**config.mk**
```make
export PLATFORM = sky130hd
export DESIGN_NAME = frame_payload_extractor
export DESIGN_NICKNAME = d
export VERILOG_FILES = /design/src/rtl/frame_payload_extractor.sv
export SDC_FILE = /design/constraint.sdc
export NUM_CORES = 1
export LEC_CHECK = 0
export ABC_CLOCK_PERIOD_IN_PS = 3500
export CELL_PAD_IN_SITES_DETAIL_PLACEMENT = 2
export CELL_PAD_IN_SITES_GLOBAL_PLACEMENT = 2
export CORE_MARGIN = 2
export CORE_UTILIZATION = 35
export CTS_CLUSTER_SIZE = 16
export DETAILED_ROUTE_END_ITERATION = 7
export PLACE_DENSITY = 0.7
export SLEW_MARGIN = 20
export SYNTH_ARGS = -nofsm -noshare
export SYNTH_HDL_FRONTEND = slang
export SYNTH_SLANG_ARGS = --single-unit
```
**constraint.sdc**
```tcl
create_clock -name clk -period 3.5 [get_ports clk]
set_clock_uncertainty 0.15 [all_clocks]
set_input_delay 0.7 -clock clk [delete_from_list [all_inputs] [get_ports clk]]
set_output_delay 0.7 -clock clk [all_outputs]
set_load 0.05 [all_outputs]
```
**src/rtl/frame_payload_extractor.sv**
```systemverilog
// frame_payload_extractor
// Takes the aligned byte stream from the frame aligner, drops the header bytes
// and stages each frame's payload in a packet-mode FIFO. A payload becomes
// visible to the consumer only once its last byte has arrived in sequence;
// any break in the sequence rolls the speculative write pointer back.
module frame_payload_extractor #(
  parameter int DATA_W    = 8,
  parameter int FRAME_LEN = 12,
  parameter int HDR_LEN   = 2,
  parameter int DEPTH     = 32,
  parameter int CNT_W     = 8
) (
  input  logic              clk,
  input  logic              reset,
  input  logic [DATA_W-1:0] rx_data,
  input  logic [3:0]        fr_byte_position,
  input  logic              frame_detect,
  output logic [DATA_W-1:0] out_data,
  output logic              out_last,
  output logic              out_valid,
  input  logic              out_ready,
  output logic [CNT_W-1:0]  frame_cnt,
  output logic [CNT_W-1:0]  abort_cnt,
  output logic [CNT_W-1:0]  ovf_cnt
);

  localparam int PAYLOAD_LEN = FRAME_LEN - HDR_LEN;
  localparam int AW          = $clog2(DEPTH);
  localparam int PW          = AW + 1;

  localparam logic [3:0] POS_HDR  = 4'(HDR_LEN);
  localparam logic [3:0] POS_LAST = 4'(FRAME_LEN - 1);

  typedef enum logic [1:0] {
    IDLE    = 2'd0,
    COLLECT = 2'd1,
    DROP    = 2'd2
  } state_t;

  // Saturating increment shared by all status counters.
  function automatic logic [CNT_W-1:0] sat_inc(input logic [CNT_W-1:0] v);
    return (&v) ? v : v + 1'b1;
  endfunction

  // Storage: each entry holds {last, data}. Data is not reset; pointers gate visibility.
  logic [DATA_W:0] mem [DEPTH];

  state_t          state_q, state_d;
  logic [3:0]      exp_q, exp_d;
  logic [PW-1:0]   wr_ptr_q, wr_ptr_d;
  logic [PW-1:0]   commit_ptr_q, commit_ptr_d;
  logic [PW-1:0]   rd_ptr_q, rd_ptr_d;
  logic [CNT_W-1:0] frame_cnt_q, abort_cnt_q, ovf_cnt_q;

  logic            wr_en;
  logic            wr_last;
  logic            inc_frame, inc_abort, inc_ovf;
  logic [PW-1:0]   used;
  logic [31:0]     free_slots;
  logic            room_ok;
  logic            start_hit;
  logic            rd_fire;
  logic [DATA_W:0] head;

  // Space check uses the pre-edge read pointer: a read on this edge is not credited.
  always_comb begin
    used       = wr_ptr_q - rd_ptr_q;
    free_slots = 32'(DEPTH) - {{(32-PW){1'b0}}, used};
    room_ok    = (free_slots >= 32'(PAYLOAD_LEN));
    start_hit  = frame_detect && (fr_byte_position == POS_HDR);
  end

  // Frame FSM: decides writes, commit, rollback and counter events.
  always_comb begin
    state_d      = state_q;
    exp_d        = exp_q;
    wr_ptr_d     = wr_ptr_q;
    commit_ptr_d = commit_ptr_q;
    wr_en        = 1'b0;
    wr_last      = 1'b0;
    inc_frame    = 1'b0;
    inc_abort    = 1'b0;
    inc_ovf      = 1'b0;
    case (state_q)
      IDLE: begin
        if (start_hit) begin
          if (room_ok) begin
            wr_en    = 1'b1;
            wr_ptr_d = wr_ptr_q + 1'b1;
            exp_d    = POS_HDR + 4'd1;
            state_d  = COLLECT;
          end else begin
            inc_ovf = 1'b1;
            state_d = DROP;
          end
        end
      end
      COLLECT: begin
        if (frame_detect && (fr_byte_position == exp_q)) begin
          wr_en    = 1'b1;
          wr_ptr_d = wr_ptr_q + 1'b1;
          exp_d    = exp_q + 4'd1;
          if (fr_byte_position == POS_LAST) begin
            wr_last      = 1'b1;
            commit_ptr_d = wr_ptr_q + 1'b1;
            inc_frame    = 1'b1;
            state_d      = IDLE;
          end
        end else begin
          // Sequence broken: discard the partial payload; the offending byte is dropped.
          wr_ptr_d  = commit_ptr_q;
          inc_abort = 1'b1;
          state_d   = IDLE;
        end
      end
      DROP: begin
        if (!frame_detect || (fr_byte_position == POS_LAST)) begin
          state_d = IDLE;
        end
      end
      default: state_d = IDLE;
    endcase
  end

  // Read side: first-word fall-through head of the committed region.
  always_comb begin
    head      = mem[rd_ptr_q[AW-1:0]];
    out_valid = (commit_ptr_q != rd_ptr_q);
    out_data  = out_valid ? head[DATA_W-1:0] : '0;
    out_last  = out_valid ? head[DATA_W] : 1'b0;
    rd_fire   = out_valid && out_ready;
    rd_ptr_d  = rd_fire ? rd_ptr_q + 1'b1 : rd_ptr_q;
  end

  // Payload storage write port.
  always_ff @(posedge clk) begin
    if (wr_en) begin
      mem[wr_ptr_q[AW-1:0]] <= {wr_last, rx_data};
    end
  end

  // Control state, pointers and status counters.
  always_ff @(posedge clk) begin
    if (reset) begin
      state_q      <= IDLE;
      exp_q        <= '0;
      wr_ptr_q     <= '0;
      commit_ptr_q <= '0;
      rd_ptr_q     <= '0;
      frame_cnt_q  <= '0;
      abort_cnt_q  <= '0;
      ovf_cnt_q    <= '0;
    end else begin
      state_q      <= state_d;
      exp_q        <= exp_d;
      wr_ptr_q     <= wr_ptr_d;
      commit_ptr_q <= commit_ptr_d;
      rd_ptr_q     <= rd_ptr_d;
      if (inc_frame) frame_cnt_q <= sat_inc(frame_cnt_q);
      if (inc_abort) abort_cnt_q <= sat_inc(abort_cnt_q);
      if (inc_ovf)   ovf_cnt_q   <= sat_inc(ovf_cnt_q);
    end
  end

  assign frame_cnt = frame_cnt_q;
  assign abort_cnt = abort_cnt_q;
  assign ovf_cnt   = ovf_cnt_q;

endmodule

```
After elaboration in Yosys (flattened, before gate mapping)
Memory sizes are Yosys's and may differ from the RTL's. A register that Yosys moved wholly into a read port is not among the register bits.
Index checks and enable logic that the tools add are counted.
{"block": "totals", "regBits": 48, "inputBits": 16, "output_inout_bits": 34, "mem_count": 1, "ramBits": 288}
{"name": "mem", "depth": 32, "word_bits": 9, "rd": 1, "rd_ports_with_merged_regs": 1, "wr": 1, "line": "46", "rtl": "logic [DATA_W:0] mem [DEPTH];"}
{"block": "op_classes", "n_reduce_logical": 17, "n_addsub": 8, "n_bitwise": 3, "n_eq_ne": 11, "mux": 32, "magnitude_cmp": 1}
{"operator": "greater-or-equal comparator 32 x 4 -> 1 bit, second input constant", "count": 1}
{"operator": "adder 8 x 1 -> 8 bit, second input constant", "count": 3}
{"operator": "AND reduction 8 bit", "count": 3}
{"operator": "2-to-1 mux 6 bit", "count": 3}
{"operator": "2-to-1 mux 1 bit", "count": 14}
{"operator": "adder 6 x 1 -> 6 bit, second input constant", "count": 2}
{"operator": "2-to-1 mux 4 bit", "count": 3}
{"operator": "case mux 6 bit (2 select lines)", "count": 1}
{"operator": "2-to-1 mux 2 bit", "count": 5}
{"operator": "2-to-1 mux 5 bit", "count": 2}
{"operator": "AND reduction 3 bit", "count": 3}
{"operator": "2-to-1 mux 8 bit", "count": 1}
{"operator": "!= test 2 bit, second input constant", "count": 4}
{"operator": "case mux 4 bit (2 select lines)", "count": 1}
{"operator": "subtractor 6 x 6 -> 7 bit, first input constant", "count": 1}
{"operator": "!= test 6 bit", "count": 1}
{"operator": "case mux 2 bit (3 select lines)", "count": 1}
{"operator": "AND reduction 2 bit", "count": 3}
{"operator": "subtractor 6 bit", "count": 1}
{"operator": "adder 4 x 1 -> 4 bit, second input constant", "count": 1}
{"operator": "equality test 4 x 2 -> 1 bit, second input constant", "count": 1}
{"operator": "equality test 4 bit", "count": 1}
{"operator": "equality test 4 bit, second input constant", "count": 1}
{"operator": "AND reduction 4 bit", "count": 1}
{"operator": "other kinds (10)", "count": 14}

Logic depth before layout (Yosys ltp)
{"block": "depth", "ltp_word": 8, "depth_mapped": 14, "mapped_depth_nobuf": 13}

Least setup slack after synthesis
Ideal clock, no wire load.
{"block": "synth_path", "kind": "register -> register", "start": "register wr_ptr_q[0]", "end": "memory mem[31][0] (netlist bit) (enable)", "slack_ns": -0.318, "setup_time_ns": 0.389, "stages_incl_launch_ff": 13, "arrival_ns": 3.279, "path_cell_list": "dfxtp_1 inv_1 ha_1 fa_1 ha_1 nand2_1 and3b_2 o211ai_1 o311ai_1 a211oi_2 a21oi_2 nor2_1 nor3b_1"}
{"block": "synth_between", "elab_chain_len": 8}
{"item": "start: declaration", "line": "50", "rtl": "logic [PW-1:0] wr_ptr_q, wr_ptr_d;"}
{"item": "start signal: assignment", "line": "156", "rtl": "wr_ptr_q <= wr_ptr_d;"}
{"item": "subtractor 6 bit", "line": "67", "rtl": "used = wr_ptr_q - rd_ptr_q;"}
{"item": "subtractor 6 x 6 -> 7 bit", "line": "68", "rtl": "free_slots = 32'(DEPTH) - {{(32-PW){1'b0}}, used};"}
{"item": "greater-or-equal comparator 32 x 4 -> 1 bit", "line": "69", "rtl": "room_ok = (free_slots >= 32'(PAYLOAD_LEN));"}
{"item": "2-to-1 mux 1 bit", "line": "87", "rtl": "if (room_ok) begin"}
{"item": "2-to-1 mux 1 bit", "line": "86", "rtl": "if (start_hit) begin"}
{"item": "case mux 1 bit (2 select lines)", "line": "84", "rtl": "case (state_q)"}
{"item": "2-to-1 mux 1 bit", "line": "137", "rtl": "if (wr_en) begin"}
{"item": "2-to-1 mux 1 bit (not written as such)", "line": "138", "rtl": "mem[wr_ptr_q[AW-1:0]] <= {wr_last, rx_data};"}
{"item": "end: declaration", "line": "46"}
Parallel ways exist; a longest one is shown, timed or not.

==> out/summary.txt <==
Gate Count Post-Synth = 801
RSZ-0062 raised after global routing = yes
Syn avg cell area = 17.5 µm²
Via/cell ratio = 5.33
Critical setup path kind = reg -> out
Layout Utilization = 45.9%
Num ports = 50
Met2 wire length = 22.8 mm
Synth top cells by count = edfxtp_1 (288), mux4_2 (90), nor2_1 (81)
First-pass DRT Iterations = 5
Synth top area cells = edfxtp_1 (62%), mux4_2 (14%), dfxtp_1 (7.6%), nor2_1 (2.2%), ha_1 (1.4%)
Largest stage delay, worst path = 530 ps
H-tree depth = 2
Post-route cell area = 18100 µm²
Delay-heaviest family, CP = multiplexers
Port Buf Inserts = 49
First-pass GRT wire length = 59.5 mm
Starting density of the core = 35.4%
Ys async rst share = 0%
CP Launch Type = flip-flop
Area growth syn-to-layout = 29.7%
Register area = 9720 µm²
Most frequent cell after synthesis = edfxtp_1
Slowest stage cell, crit path = mux4_2
Die ar. = 41600 µm²
Failing checks = negative setup slack
# rows = 73
CTS root buf = clkbuf_16
Post-synthesis cell type count = 58
Initial antenna violation count = 1
Fillcell total = 3679
Remaining Overflow, GRT = 0
GRT Overall Usage = 19.6%
Minimum clock period = 3720 ps
Clock latency on the worst-skew pair = 540 ps
Gpl congestion = 0.720
CP Depth = 8
CTS Sinks = 341
Hold Vio Cnt, Final = 0
Final setup viols = 9
Critical path buffer and inverter count = 4
Remaining antenna violation count after routing = 0
Die Wd = 204 µm
Layout cells sized above 1 = 36.1%
Pre-CTS setup slack = -603 ps
Tcrit/Tclk final = 106%
Vias in the first global route = 9061
DR iter-0 viols = 539
VDD IR-drop max = 0.276 mV
Synthesized cell area = 14000 µm²
Max-Cap Viols = 0
Worst setup EP type = output pin
DR WL/cell = 27.8 µm
Synthesis Warnings = 0
Status = finished with violations
Clock buffer count from CTS = 39
Fin nets = 1017
DPL Wire Length = 25.0 mm
CP required = 2650 ps
Tot Pwr = 8590 µW
Multi-input logic area = 4500 µm²
Ant. Diodes = 0
Max-slew headroom = 39.5%
Arrival @ worst endpoint = 2870 ps
EDFF count, synth = 288
Worst-path fanout max = 7
Synth top area share = 61.8%
Tightest Pin Transition = 907 ps
Largest net degree at the start of global routing = 43
Number of remaining DRC errors = 0
Most used DFF post-synth = edfxtp_1
Fin. max-slew vios = 0
Cell Chain, Critical Path = buf_12, buf_12, buf_4, mux4_2, mux4_2, mux2i_2, nor2_1, buf_6
Hold Path Depth = 2
TritonCTS clock tree = done
Die Ht = 204 µm
Core outline area = 39500 µm²
CTS Hold Buffers Added = 0
Met1 Wirelength = 17.2 mm
Non-filler cells, final = 1536
P_leak = 0.00582 µW
Sequential cell area fraction in the yosys report = 69.4%
DR top layer = met5
Fin worst setup slack = -219 ps
Metal3 WL = 1.86 mm
Biggest area consumer among synthesized cells = edfxtp_1
Worst Reg2Reg Path Length in Cells = 17
Net Count, Synth = 834
Yosys reg bits = 341
Total Routed Length = 42.8 mm
Fmax = 269 MHz
Clock slew at reported path FFs = 60 ps
DP Area = 15700 µm²
DP Cell Count = 1420
Maximum clock path buffer count = 3
Via Count = 8192
Power Dens Cells = 473 nW/µm²
HP Class = reg -> reg
==> placed cells by master, fill, tap and decap left out, drive strengths merged, types with 2 or more instances in the layout <==
master and n:
nand4 12, bufinv 3, or2 3, and3 4, mux4 90, a31oi 4
inv 17, o31ai 2, o21ba 2, nand2 21, clkbuf 53, xor2 16
or4 2, buf 139, nor2 81, nor4 2, nand3b 4, nor2b 5
and2 4, a211oi 7, dfxtp 53, nor3 12, a21oi 19, nand3 14
xnor2 21, clkdlybuf4s50 39, clkinvlp 3, clkinv 9, nand2b 2, mux2 2
ha 16, o21ai 15, or3 8, mux2i 20, edfxtp 288, nor3b 3
==> stage by stage <==
step | hold slack, ps | setup TNS (ps)
after floorplan | 325 | -30720
after global placement | 334 | -23800
after detailed placement | 367 | -49680
after CTS | 381 | -1890
after global routing | 407 | -18180
final | 378 | -1570
==> logic make-up after synthesis <==
logic type	after synthesis	synth area share, %
AND/OR/NAND/NOR	181	6.29
buffers and inverters	53	1.48
XOR/XNOR	37	2.37
flip-flops	341	69.4
multiplexers	112	16.1
adder cells (fa/ha/maj)	17	1.57
AO/OA/AOI/OAI	60	2.81
==> repair_timing <==
item,in CTS,in global routing
buffers inserted,12,11
resized for setup,69,167
hold endpoints to repair,0,0
gates cloned,7,25
endpoints found under the setup margin,297,310
pin swaps,10,34
==> sequential cells by signal, indices dropped and copies added, names as in the netlist, named ones only <==
signal and count:
abort_cnt 8, exp_q 4, commit_ptr_q 6, frame_cnt 8, state_q 2, mem 288
rd_ptr_q 6, wr_ptr_q 6, ovf_cnt 8
==> layer usage <==
| metal | GRT usage [%] | up-vias |
|---|---|---|
| met5 | 0 | - |
| met4 | 5.87 | 2 |
| met3 | 3.62 | 63 |
| met2 | 34.3 | 243 |
| met1 | 24.9 | 4337 |
| li1 | - | 3547 |
==> where the power goes <==
part / switching, µW / internal [µW]
Combinational: 119 / 63.7
Clock: 1700 / 2310
Sequential: 2.56 / 4390
==> final timing paths <==
check | slack [ps] | end | startpoint
setup / recovery | -220 | out_data[3] | flip-flop
hold / removal | 380 | abort_cnt[5] | abort_cnt[5]
setup reg to reg | 40 | mem[8][1] | wr_ptr_q[0]
hold reg to reg | 380 | abort_cnt[5] | abort_cnt[5]
==> tightest hold or removal path, delay by kind of cell (launching register included) <==
| family | cells | cell delay (ps) |
|---|---|---|
| flip-flops | 1 | 330 |
| AO/OA/AOI/OAI | 2 | 150 |
==> area by class of cell <==
type,count,share of cell area (%)
Multi-Input combinational cell,407,24.8
Clock buffer,51,5.68
Clock inverter,17,1.01
Timing Repair Buffer,180,11.1
Inverter,15,0.310
Tap cell,525,3.62
Sequential cell,341,53.5
Power figures use the tool's default switching activity.
